$ cat src/rtl/seg_scan_capture_if.sv
// Bundle between the seven-segment display driver (master) and the
// capture/readback block (slave).
interface seg_scan_capture_if #(
    parameter int NDIGITS = 4
);
    logic [6:0]           seg_n;
    logic [NDIGITS-1:0]   dig_sel;
    logic                 clr;
    logic [4*NDIGITS-1:0] digits_out;
    logic [NDIGITS-1:0]   invalid_out;
    logic                 frame_valid;
    logic                 err_multi;

    modport master (
        output seg_n, dig_sel, clr,
        input  digits_out, invalid_out, frame_valid, err_multi
    );

    modport slave (
        input  seg_n, dig_sel, clr,
        output digits_out, invalid_out, frame_valid, err_multi
    );
endinterface

$ cat src/rtl/seg_scan_capture.sv
// Recovers the hex nibble shown on each digit of a multiplexed, active-low
// seven-segment bus once the bus has dwelt on one pattern long enough.
module seg_scan_capture #(
    parameter int NDIGITS        = 4,
    parameter int STABLE_CYCLES  = 4,
    parameter int DIG_ACTIVE_LOW = 1
) (
    input  logic                clk,
    input  logic                reset,
    seg_scan_capture_if.slave   bus,
    output logic                o_dbg_state
);
    // The bus is free-running: every edge samples it, there is no valid/ready
    // handshake and no backpressure; outputs are status levels and pulses.
    localparam int         SW      = NDIGITS + 7;
    localparam logic [7:0] RUN_MAX = 8'(STABLE_CYCLES);

    typedef enum logic {ST_WAIT, ST_HOLD} state_t;

    state_t               r_state;
    logic [SW-1:0]        r_sample_q;
    logic [7:0]           r_run;
    logic [NDIGITS-1:0]   r_seen;
    logic [4*NDIGITS-1:0] r_digits;
    logic [NDIGITS-1:0]   r_invalid;
    logic                 r_frame;
    logic                 r_err;

    logic [NDIGITS-1:0]   w_sel_norm;
    logic [SW-1:0]        w_sample_d;
    logic                 w_same;
    logic [7:0]           w_run_next;
    logic                 w_capture;
    logic [NDIGITS-1:0]   w_sel;
    logic [6:0]           w_lit;
    logic [3:0]           w_sel_cnt;
    logic                 w_valid;
    logic [3:0]           w_nibble;
    logic [NDIGITS-1:0]   w_seen_new;

    assign w_sel_norm = (DIG_ACTIVE_LOW != 0) ? ~bus.dig_sel : bus.dig_sel;
    assign w_sample_d = {w_sel_norm, bus.seg_n};
    // Compare the incoming sample with sample_q so the run length is known on
    // the same edge that completes it.
    assign w_same     = (w_sample_d == r_sample_q);
    assign w_run_next = !w_same ? 8'd1 :
                        (r_run == RUN_MAX) ? RUN_MAX : r_run + 8'd1;
    assign w_capture  = (r_state == ST_WAIT) && (w_run_next == RUN_MAX);
    assign w_sel      = r_sample_q[SW-1:7];
    assign w_lit      = ~r_sample_q[6:0];
    assign w_seen_new = r_seen | w_sel;

    always_comb begin
        w_sel_cnt = 4'd0;
        for (int i = 0; i < NDIGITS; i++) begin
            w_sel_cnt = w_sel_cnt + 4'(w_sel[i]);
        end
    end

    // Lit-segment mask (bit0=a .. bit6=g) to hex value.
    always_comb begin
        w_valid  = 1'b1;
        w_nibble = 4'h0;
        case (w_lit)
            7'h3F: w_nibble = 4'h0;
            7'h06: w_nibble = 4'h1;
            7'h5B: w_nibble = 4'h2;
            7'h4F: w_nibble = 4'h3;
            7'h66: w_nibble = 4'h4;
            7'h6D: w_nibble = 4'h5;
            7'h7D: w_nibble = 4'h6;
            7'h07: w_nibble = 4'h7;
            7'h7F: w_nibble = 4'h8;
            7'h6F: w_nibble = 4'h9;
            7'h77: w_nibble = 4'hA;
            7'h7C: w_nibble = 4'hB;
            7'h39: w_nibble = 4'hC;
            7'h5E: w_nibble = 4'hD;
            7'h79: w_nibble = 4'hE;
            7'h71: w_nibble = 4'hF;
            default: w_valid = 1'b0;
        endcase
    end

    always_ff @(posedge clk or posedge reset) begin
        if (reset) begin
            r_state    <= ST_WAIT;
            r_sample_q <= '0;
            r_run      <= 8'd0;
            r_seen     <= '0;
            r_digits   <= '0;
            r_invalid  <= '1;
            r_frame    <= 1'b0;
            r_err      <= 1'b0;
        end else begin
            r_sample_q <= w_sample_d;
            r_run      <= w_run_next;
            r_frame    <= 1'b0;
            r_err      <= 1'b0;

            case (r_state)
                ST_WAIT: if (w_capture) r_state <= ST_HOLD;
                ST_HOLD: if (!w_same)   r_state <= ST_WAIT;
                default:                r_state <= ST_WAIT;
            endcase

            if (bus.clr) begin
                r_digits  <= '0;
                r_invalid <= '1;
                r_seen    <= '0;
            end else if (w_capture) begin
                if (w_sel_cnt > 4'd1) begin
                    r_err <= 1'b1;
                end else if (w_sel_cnt == 4'd1) begin
                    for (int i = 0; i < NDIGITS; i++) begin
                        if (w_sel[i]) begin
                            if (w_valid) r_digits[4*i +: 4] <= w_nibble;
                            r_invalid[i] <= !w_valid;
                        end
                    end
                    if (w_seen_new == '1) begin
                        r_frame <= 1'b1;
                        r_seen  <= '0;
                    end else begin
                        r_seen  <= w_seen_new;
                    end
                end
            end
        end
    end

    assign bus.digits_out  = r_digits;
    assign bus.invalid_out = r_invalid;
    assign bus.frame_valid = r_frame;
    assign bus.err_multi   = r_err;
    assign o_dbg_state     = (r_state == ST_HOLD);
endmodule
$ cat src/flat_wrapper.sv
// flat-port wrapper written by rule: the top's interface ports become plain ports
module seg_scan_capture_flat 
#(
    parameter int NDIGITS        = 4,
    parameter int STABLE_CYCLES  = 4,
    parameter int DIG_ACTIVE_LOW = 1
)
  (clk, reset, o_dbg_state, bus_seg_n, bus_dig_sel, bus_clr, bus_digits_out, bus_invalid_out, bus_frame_valid, bus_err_multi);
  seg_scan_capture_if #(.NDIGITS(NDIGITS)) bus_i ();
  input  logic clk;
  input  logic reset;
  output logic o_dbg_state;
  input wire logic [$bits(bus_i.seg_n)-1:0] bus_seg_n;
  input wire logic [$bits(bus_i.dig_sel)-1:0] bus_dig_sel;
  input wire logic [$bits(bus_i.clr)-1:0] bus_clr;
  output wire logic [$bits(bus_i.digits_out)-1:0] bus_digits_out;
  output wire logic [$bits(bus_i.invalid_out)-1:0] bus_invalid_out;
  output wire logic [$bits(bus_i.frame_valid)-1:0] bus_frame_valid;
  output wire logic [$bits(bus_i.err_multi)-1:0] bus_err_multi;
  assign bus_i.seg_n = bus_seg_n;
  assign bus_i.dig_sel = bus_dig_sel;
  assign bus_i.clr = bus_clr;
  assign bus_digits_out = bus_i.digits_out;
  assign bus_invalid_out = bus_i.invalid_out;
  assign bus_frame_valid = bus_i.frame_valid;
  assign bus_err_multi = bus_i.err_multi;
  seg_scan_capture #(.NDIGITS(NDIGITS), .STABLE_CYCLES(STABLE_CYCLES), .DIG_ACTIVE_LOW(DIG_ACTIVE_LOW)) u_core (.clk(clk), .reset(reset), .bus(bus_i), .o_dbg_state(o_dbg_state));
endmodule
$ cat config.mk
export PLATFORM = sky130hd
export DESIGN_NAME = seg_scan_capture_flat
export DESIGN_NICKNAME = d
export VERILOG_FILES = /design/src/rtl/seg_scan_capture_if.sv /design/src/rtl/seg_scan_capture.sv /design/src/flat_wrapper.sv
export SDC_FILE = /design/constraint.sdc
export NUM_CORES = 1
export LEC_CHECK = 0
export ABC_AREA = 1
export CAP_MARGIN = 15
export CORE_ASPECT_RATIO = 1.75
export CORE_MARGIN = 3
export CORE_UTILIZATION = 50
export DETAILED_ROUTE_END_ITERATION = 8
export DONT_BUFFER_PORTS = 1
export PLACE_DENSITY_LB_ADDON = 0.25
export SETUP_SLACK_MARGIN = 0.4
export SLEW_MARGIN = 0
export SYNTH_ARGS = -nofsm -noshare
export SYNTH_HDL_FRONTEND = slang
export SYNTH_SLANG_ARGS = --single-unit
export TNS_END_PERCENT = 20
$ cat constraint.sdc
create_clock -name clk -period 2.4 [get_ports clk]
set_clock_uncertainty 0.1 [all_clocks]
set_input_delay 0.36 -clock clk [delete_from_list [all_inputs] [get_ports clk]]
set_output_delay 0.36 -clock clk [all_outputs]
set_load 0.01 [all_outputs]
==> reports/results.ini, run 1 <==
[run_status]
outcome=finished, final reports clean

[worst_setup_path]
rr_startpoint=u_core.r_sample_q[7]
worst_setup_path_start_kind=flip-flop
reg2reg_slack_ns=0.006
cp.arrival_ns=2.53
r2r-end=u_core.bus.invalid_out[2]
cp_max_fo=7
worstPathRequired_ns=2.53
path_class=flip-flop to flip-flop
rr_worst_depth=12
critPathCaptureType=flip-flop

[synth]
syn-cell-area_mm2=0.00278
synth.distinct_cells=33
yosys-top-cells-area=dfrtp_1 (38%), nand2_1 (18%), inv_1 (6.8%), nand3_1 (6.3%), nor2_1 (5.9%)
synth_seq_cells=46
syn-num-nets=414
synth_top_area_cell=dfrtp_1
synth.avg_cell_area_um2=7.06
synth_top_area_share_pct=37.8
async_flop_share_pct=100
synth_edf_count=0
postSynthCellCount=394
ys.flop_type=dfrtp_1
yosysSeqAreaShare_pct=41.6
yosysWarnings=0

[placement]
hpwl_um=4830
post-place-ws_ns=-0.0685
numPortBuffers=0
gp_congestion=0.907

[global_route]
busiest_layer=met2
grt_max_degree=47
grt_pass1_wl_um=11000
gr-total-overflow=0
grt_pass1_vias=2443
use_met1_pct=21.7
use_met3_pct=4.52
met2_usage_pct=40.4
track_usage_pct=20.8
grt_antenna_before_repair=0

[clocking]
clk_path_buf_depth=2
clock_sinks=46
h-tree-depth=2
cts_tree=yes
clkTransAtPathRegs_ns=0.08
root_buffer=clkbuf_8
cts_made_buffers=5
clkLatencyLatePin_ns=0.30

[drt]
drt_iter0_markers=86
wl_per_cell_um=13.4
vias=2488
postRouteAntennaNets=0
dr.pass1.iters=4
via_per_inst=5.04
drc_errors=0
drt-total-wl_um=6610

[hold_path]
holdCritStartpoint=bus_clr
hold_depth=1
hp-class=primary input to flip-flop
min_to=u_core.bus.err_multi

[sta]
grt_setup_unrepaired=true
fmax_ghz=0.418
worst_pin_slew_ns=0.963
slew_violations=0
setup_viol=0
relSlewSlack_pct=35.7
fin_crit_sh_pct=99.8
hold_violations=0
setup_ws_ns=0.00572
worst_hold_slack_ns=0.0187
finalCriticalPeriod_ns=2.39

[floorplan]
die_w_um=62.4
ios=37
die-area_mm2=0.00653
initial_core_util_pct=52.0
die_height_um=105
core_mm2=0.00534
rows=35

[power_and_ir_drop]
p_leak_nw=1.72
worst_ir_drop_vdd_v=0.000365
powerDensity_mw_per_mm2=489
total_power_mw=1.60

[layout]
nNetsFinal=439
final_common_cell=nand2_1
insertedDiodeCount=0
drive_gt1_share_pct=19.0
syn2layout_area_growth_pct=18.0
final_cell_mix=nand2_1 (134), inv_1 (45), dfrtp_1 (41), nor2_1 (40), nand3_1 (25)

[run]
cap_violations=0

-- Yosys cell counts (all sizes together), types with 3 or more instances --
cell type and instances:
ha 5, xnor2 3, nand4 11, inv 57
nor3 18, nand3 37, buf 6, dfstp 4
dfrtp 42, nor2 47, xor2 4, nand2 145
-- worst max-delay path, cell delays in order (launching register included) --
cell and delay [ns]:
dfrtp_1 0.38, ha_1 0.29, inv_2 0.04, fa_2 0.34
inv_2 0.07, ha_4 0.20, nor4b_4 0.30, nand3_4 0.17
nand2_4 0.16, buf_4 0.14, nand2_2 0.03, nand2_1 0.05
nand2_1 0.05
-- where the power goes --
part | internal (mW) | switching, mW
Sequential | 0.818 | 0.0431
Combinational | 0.0999 | 0.157
Clock | 0.233 | 0.254
Total | 1.15 | 0.454
-- area by class of cell --
cell class	count	area, µm²
clock buffer	7	86.3
clock inverter	1	5.00
tap	74	92.6
timing repair buffer	24	220
fill	526	2060
multi-input combinational	284	1500
inverter	58	218
sequential	46	1160
-- logic make-up after synthesis --
logic type	share of synthesized area, %
compound gates	1.62
xor+xnor	2.21
fa+ha+maj	2.97
buf+inv	10.2
flops	41.6
simple gates	41.4
-- metrics by stage --
step / utilization [%] / instances / cell area [µm²] / TNS (ns)
floorplan: - / 394 / 2790 / 0
global placement: 54.2 / 472 / 2900 / 0
detailed placement: 54.2 / 472 / 2900 / -0.644
CTS: 59.3 / 493 / 3170 / 0
global route: 61.4 / 494 / 3280 / -1.87
finish: 61.4 / 494 / 3280 / 0
-- what timing repair did --
action | CTS | global route
setup buffers | 3 | 0
gates cloned | 1 | 0
endpoints found under the setup margin | 27 | 31
pin swaps | 2 | 12
hold buffers | 9 | 1
gates resized for setup | 9 | 28
endpoints found under the hold margin | 9 | 1
-- worst max path at each step --
stage	startpoint	endpoint	slack [ns]	cells after the start
floorplan	u_core.r_sample_q[7]	u_core.bus.digits_out[1]	0.09	12
global placement	u_core.r_sample_q[7]	u_core.bus.digits_out[9]	0.001	11
detailed placement	u_core.r_sample_q[8]	u_core.bus.digits_out[1]	-0.07	11
CTS	u_core.r_sample_q[8]	u_core.bus.invalid_out[2]	0.04	12
global route	u_core.r_sample_q[8]	u_core.bus.invalid_out[2]	-0.12	12
finish	u_core.r_sample_q[7]	u_core.bus.invalid_out[2]	0.006	12
-- layer usage --
metal  up-vias  wire, µm
met5         -         0
met4         0       168
met3        16       265
met2        51      3640
met1      1145      2540
li1       1276         -
-- state kept, by name, summed over array words and instances (netlist names) --
register and flops:
u_core.bus.digits_out 16, u_core.r_sample_q 11, u_core.r_run 8, u_core.bus.invalid_out 4, u_core.r_seen 4, u_core.bus.err_multi 1
u_core.bus.frame_valid 1, u_core.o_dbg_state 1
(Power assumes the default switching activity.)
==> inputs of run 2 (changes only) <==
Settings changed: CAP_MARGIN 15 to 20, SLEW_MARGIN 0 to 5.
==> run 2 against run 1 <==
Net effect:
- clock power barely moved
- critical path depth is the same
- total power is 0.22% higher
- routed wire length decreased by 0.54%
- non-clock buffer count rose by 2
- sequential power is essentially flat
- count of clock-buffer cells in the layout unchanged
==> reports/results.ini, run 2 (synthesis gave the netlist of run 1 again) <==
[worst_setup_path]
cp.arrival_ns=2.53  ; about the same
startpoint=u_core.r_sample_q[8]
cpPeakStageDelay_ns=0.39  ; about the same
critPathSlowestCell=dfrtp_1
worstPathRequired_ns=2.53  ; about the same
crit_cells=12  ; unchanged
rr_startpoint=u_core.r_sample_q[8]
worst_setup_path_start_kind=flip-flop
critPathCaptureType=flip-flop
cp_num_buf_inv=3  ; unchanged
path_cells=ha_1, inv_2, fa_2, inv_2, ha_4, nor4b_4, nand3_4, nand2_4, buf_4, nand2_2, nand2_1, nand2_1
rr_worst_depth=12  ; unchanged
cp_max_fo=7  ; unchanged
cp_top_family=adder cells
path_class=flip-flop to flip-flop

[layout]
nNetsFinal=441  ; +0.46%
syn2layout_area_growth_pct=19.0
final_cell_mix=nand2_1 (134), inv_1 (45), dfrtp_1 (41), nor2_1 (40), nand3_1 (25)
largest_reg_flops=16  ; unchanged
insertedDiodeCount=0  ; unchanged
final_common_cell=nand2_1
final.fill_count=523  ; -0.57%
drive_gt1_share_pct=19.2  ; +0.15 points

[drt]
drc_errors=0  ; unchanged
via_per_inst=5.05  ; +0.20%
postRouteAntennaNets=0  ; unchanged
vias=2503  ; +0.60%
dr.pass1.iters=4  ; unchanged
drt_iter0_markers=78  ; -9.3%
wl_per_cell_um=13.3  ; -0.95%
drt-total-wl_um=6580  ; -0.54%

[sta]
setup_viol=0  ; unchanged
hold_violations=0  ; unchanged
fmax_ghz=0.418  ; about the same
fin_crit_sh_pct=99.8  ; about the same
slew_violations=0  ; unchanged
tns_ns=0  ; unchanged
relSlewSlack_pct=53.9  ; +18 points
worst_hold_slack_ns=0.0199  ; +0.00120 ns
worst_pin_slew_ns=0.682  ; -0.281 ns
grt_setup_unrepaired=true
finalCriticalPeriod_ns=2.39  ; +0.000376 ns

[clocking]
cts_tree=yes
clk_path_buf_depth=2  ; unchanged
clock_sinks=46  ; unchanged
h-tree-depth=2  ; unchanged
clkTransAtPathRegs_ns=0.08  ; about the same
root_buffer=clkbuf_8
cts_made_buffers=5  ; unchanged
clkLatencyLatePin_ns=0.29  ; about the same

[hold_path]
holdCritStartpoint=bus_clr
hp-class=primary input to flip-flop
hold_depth=1  ; unchanged

[placement]
numPortBuffers=0  ; unchanged
hpwl_um=4830  ; unchanged
gp_congestion=0.907  ; unchanged

[global_route]
grt_pass1_wl_um=11000  ; unchanged
grt_antenna_before_repair=0  ; unchanged
grt_max_degree=47  ; unchanged
track_usage_pct=20.8  ; unchanged
gr-total-overflow=0  ; unchanged
grt_pass1_vias=2443  ; unchanged

[floorplan]
core_mm2=0.00534  ; unchanged
die-area_mm2=0.00653  ; unchanged
initial_core_util_pct=52.0  ; unchanged
die_w_um=62.4  ; unchanged
rows=35  ; unchanged
ios=37  ; unchanged
die_height_um=105  ; unchanged

[power_and_ir_drop]
powerDensity_mw_per_mm2=486  ; -0.69%
worst_ir_drop_vdd_v=0.000364  ; -0.31%
p_leak_nw=1.73  ; +0.79%

[run_status]
outcome=finished, final reports clean

[run]
cap_violations=0  ; unchanged

## run 2: path summary, 6_finish.rpt
| kind | endpoint | slack, ns |
|---|---|---|
| worst max register to register | u_core.bus.invalid_out[2] | 0.005 |
| worst max-delay path | u_core.bus.invalid_out[2] | 0.005 |
| min in group asynchronous | u_core.r_sample_q[6] | 0.38 |
| max in group asynchronous | u_core.bus.invalid_out[3] | 1.27 |
| worst min register to register | u_core.r_seen[3] | 0.38 |
| worst min-delay path | u_core.bus.err_multi | 0.02 |
## run 2: final cells by class
cell class,instances,area (µm²),area share (%)
Clock buffer,7,86.3,2.61
Clock inverter,1,5.00,0.151
Inverter,58,218,6.58
Multi-Input combinational cell,284,1500,45.3
Sequential cell,46,1160,35.0
Tap cell,74,92.6,2.80
Timing Repair Buffer,26,250,7.56
## run 2: power by group
| group | internal, mW | total [mW] | switching (mW) |
|---|---|---|---|
| Combinational | 0.104 | 0.262 | 0.158 |
| Clock | 0.233 | 0.485 | 0.253 |
| Sequential | 0.818 | 0.861 | 0.0431 |
| Total | 1.16 | 1.61 | 0.453 |
## run 2: what timing repair did
action                     in CTS  in global routing
hold endpoints to repair        9                 15
buffers inserted                3                  0
pin swaps                       2                 12
setup endpoints to repair      27                 31
gates resized for setup         9                 28
gates cloned                    1                  0
hold buffers                    9                  2
## run 2: per-stage QoR
| stage | instance area (µm²) | total power, mW | setup slack [ns] | utilization [%] | instances |
|---|---|---|---|---|---|
| after floorplan | 2790 | 1.04 | 0.0895 | - | 394 |
| after global placement | 2900 | 1.08 | 0.00136 | 54.2 | 472 |
| after detailed placement | 2900 | 1.08 | -0.0685 | 54.2 | 472 |
| after CTS | 3170 | 1.61 | 0.0406 | 59.3 | 493 |
| after global routing | 3310 | 1.70 | -0.123 | 61.9 | 496 |
| final | 3310 | 1.61 | 0.00534 | 61.9 | 496 |
## run 2: metal layers
metal  global-route usage [%]  wire length, µm  up-vias
met3                     4.52              257       15
met5                        0                0        -
met1                     21.7             2500     1154
li1                         -                -     1282
met4                     6.79              169        0
met2                     40.4             3650       52
## run 2: worst register-to-register path, cell delays in order, from the launching register on
cell and delay (ns):
dfrtp_1 0.39, ha_1 0.29, inv_2 0.04, fa_2 0.34
inv_2 0.08, ha_4 0.20, nor4b_4 0.30, nand3_4 0.17
nand2_4 0.16, buf_4 0.14, nand2_2 0.04, nand2_1 0.05
nand2_1 0.05
==> inputs of run 3 (changes only) <==
Settings changed: CORE_UTILIZATION 50 to 35, HOLD_SLACK_MARGIN from default to 0.12.
==> run 3 against run 2 <==
Net effect:
- the flow now finishes with violations (setup timing)
- routed wire length grew 3.5%
- utilization shrank 17 points
- hold slack is essentially flat
- critical path type unchanged
- highest routed layer unchanged
==> reports/results.ini, run 3 (synthesis gave the netlist of run 1 again) <==
[power_and_ir_drop]
worst_ir_drop_vdd_v=0.000263  ; -28%
powerDensity_mw_per_mm2=549  ; +13%
p_leak_nw=1.80  ; +3.7%
total_power_mw=1.87  ; +17%

[floorplan]
die_w_um=73.4  ; +18%
initial_core_util_pct=36.5  ; -16 points
ios=37  ; unchanged
die-area_mm2=0.00909  ; +39%
core_mm2=0.00762  ; +43%
rows=42  ; +20%
die_height_um=124  ; +18%

[layout]
final_cell_mix=nand2_1 (131), inv_1 (47), nor2_1 (41), dfrtp_1 (40), nand3_1 (34)
final-seq-area_mm2=0.00116  ; +0.11%
insertedDiodeCount=0  ; unchanged
largest_reg_flops=16  ; unchanged
final_common_cell=nand2_1
final.fill_count=779  ; +49%
syn2layout_area_growth_pct=22.8
multi_input_area_mm2=0.00146  ; -2.8%
drive_gt1_share_pct=18.6  ; -0.59 points
nNetsFinal=449  ; +1.8%

[global_route]
grt_pass1_vias=2461  ; +0.74%
gr-total-overflow=0  ; unchanged
track_usage_pct=15.7  ; -5.1 points
grt_antenna_before_repair=0  ; unchanged
grt_pass1_wl_um=11000  ; +0.19%
grt_max_degree=25  ; -47%

[clocking]
ctsHoldBuffers=12  ; +3
h-tree-depth=2  ; unchanged
clock_sinks=46  ; unchanged
clkLatencyLatePin_ns=0.29  ; about the same
cts_tree=yes
cts_made_buffers=5  ; unchanged
root_buffer=clkbuf_16
clkTransAtPathRegs_ns=0.07  ; about the same
clk_path_buf_depth=2  ; unchanged

[sta]
setup_viol=9  ; +9
grt_setup_unrepaired=true
hold_violations=0  ; unchanged
setup_ws_ns=-0.0309  ; -0.0363 ns
worst_hold_slack_ns=0.0203  ; +0.000357 ns
worst_pin_slew_ns=0.688  ; +0.00527 ns
fmax_ghz=0.411  ; -1.5%
slew_violations=0  ; unchanged
finalCriticalPeriod_ns=2.43  ; +0.0363 ns
relSlewSlack_pct=53.7  ; -0.17 points
fin_crit_sh_pct=101  ; +1.5 points

[drt]
vias=2518  ; +0.60%
drt-total-wl_um=6800  ; +3.5%
drc_errors=0  ; unchanged
dr.pass1.iters=4  ; unchanged
postRouteAntennaNets=0  ; unchanged
drt_iter0_markers=88  ; +13%
via_per_inst=4.86  ; -3.7%
wl_per_cell_um=13.1  ; -0.94%

[worst_setup_path]
path_cells=ha_1, inv_2, fa_2, inv_2, ha_4, nor4b_4, nand3_4, nand2_8, buf_12, nand2_4, nand2_1, nand2_1
critPathSlowestCell=dfrtp_1
cp.arrival_ns=2.51  ; -0.02 ns
critPathCaptureType=flip-flop
startpoint=u_core.r_sample_q[8]
worstPathRequired_ns=2.48  ; -0.05 ns
worst_setup_path_start_kind=flip-flop
cp_max_fo=7  ; unchanged
path_class=flip-flop to flip-flop
cpPeakStageDelay_ns=0.40  ; about the same
rr_startpoint=u_core.r_sample_q[8]

[placement]
numPortBuffers=0  ; unchanged
gp_congestion=0.854  ; -5.9%
hpwl_um=5190  ; +7.4%

[run_status]
violations=setup timing
outcome=finished with violations

[hold_path]
hp-class=primary input to flip-flop
holdCritStartpoint=bus_clr

[run]
cap_violations=0  ; unchanged

==> run 3: changes by cell type in the layout (fill, tap and decap cells not counted), moves of 2 or more <==
| cell | previous run | this run |
|---|---|---|
| nand3_1 | 25 | 34 |
| nand3_2 | 11 | 2 |
| buf_4 | 11 | 19 |
| clkbuf_16 | 0 | 5 |
| clkbuf_8 | 6 | 2 |
| inv_2 | 12 | 9 |
| nand2_1 | 134 | 131 |
| nand2_2 | 9 | 12 |
| inv_1 | 45 | 47 |
| nor2_2 | 6 | 4 |
==> run 3: through the flow <==
step / utilization [%] / instance area, µm² / instances / setup TNS (ns) / setup WS [ns]
floorplan: - / 2790 / 394 / 0 / 0.0895
global placement: 38.9 / 2970 / 491 / -0.00355 / -0.00160
CTS: 43.5 / 3320 / 515 / 0 / 0.0164
finish: 44.8 / 3410 / 518 / -0.127 / -0.0309
global route: 44.8 / 3410 / 518 / -2.33 / -0.120
detailed placement: 38.9 / 2970 / 491 / -1.63 / -0.0941
==> run 3: where the power goes <==
part / leakage [nW] / switching, mW / internal [mW] / total [mW]
clock network: 0.0801 / 0.305 / 0.445 / 0.750
logic: 1.13 / 0.154 / 0.109 / 0.263
registers: 0.590 / 0.0420 / 0.819 / 0.861
==> run 3: what timing repair did <==
action,in CTS,in global routing
pin swaps,2,9
setup buffers,3,3
cloned,1,0
setup endpoints to repair,27,31
hold endpoints to repair,55,2
gates resized for setup,5,23
==> run 3: path summary, 6_finish.rpt <==
kind | to | slack [ns] | cells after the start
min in group asynchronous | u_core.r_sample_q[0] | 0.32 | 2
max | u_core.bus.digits_out[3] | -0.03 | 12
min | u_core.bus.frame_valid | 0.02 | 1
max in group asynchronous | u_core.bus.invalid_out[1] | 1.30 | 3
min reg2reg | u_core.r_seen[3] | 0.38 | 2
max reg2reg | u_core.bus.digits_out[3] | -0.03 | 12
==> run 3: final cells by class <==
| cell class | count | share of cell area (%) |
|---|---|---|
| sequential | 46 | 33.9 |
| inverter | 58 | 6.45 |
| clock buffer | 7 | 4.47 |
| clock inverter | 1 | 0.257 |
| tap | 88 | 3.23 |
| multi-input combinational | 284 | 42.7 |
| timing repair buffer | 34 | 8.94 |
==> run 3: per-layer routing <==
layer | vias up | share of wire [%] | track usage (%)
met1 | 1165 | 37 | 15.5
li1 | 1296 | - | -
met4 | 0 | 2.1 | 6.58
met5 | - | 0 | 0
met2 | 42 | 55 | 29.9
met3 | 15 | 5.3 | 4.12
==> run 3: critical path: cells and delay by family (launching register included) <==
family / cells / cell delay [ns]
simple gates: 6 / 0.75
buf+inv: 3 / 0.24
fa+ha+maj: 3 / 0.83
flops: 1 / 0.40
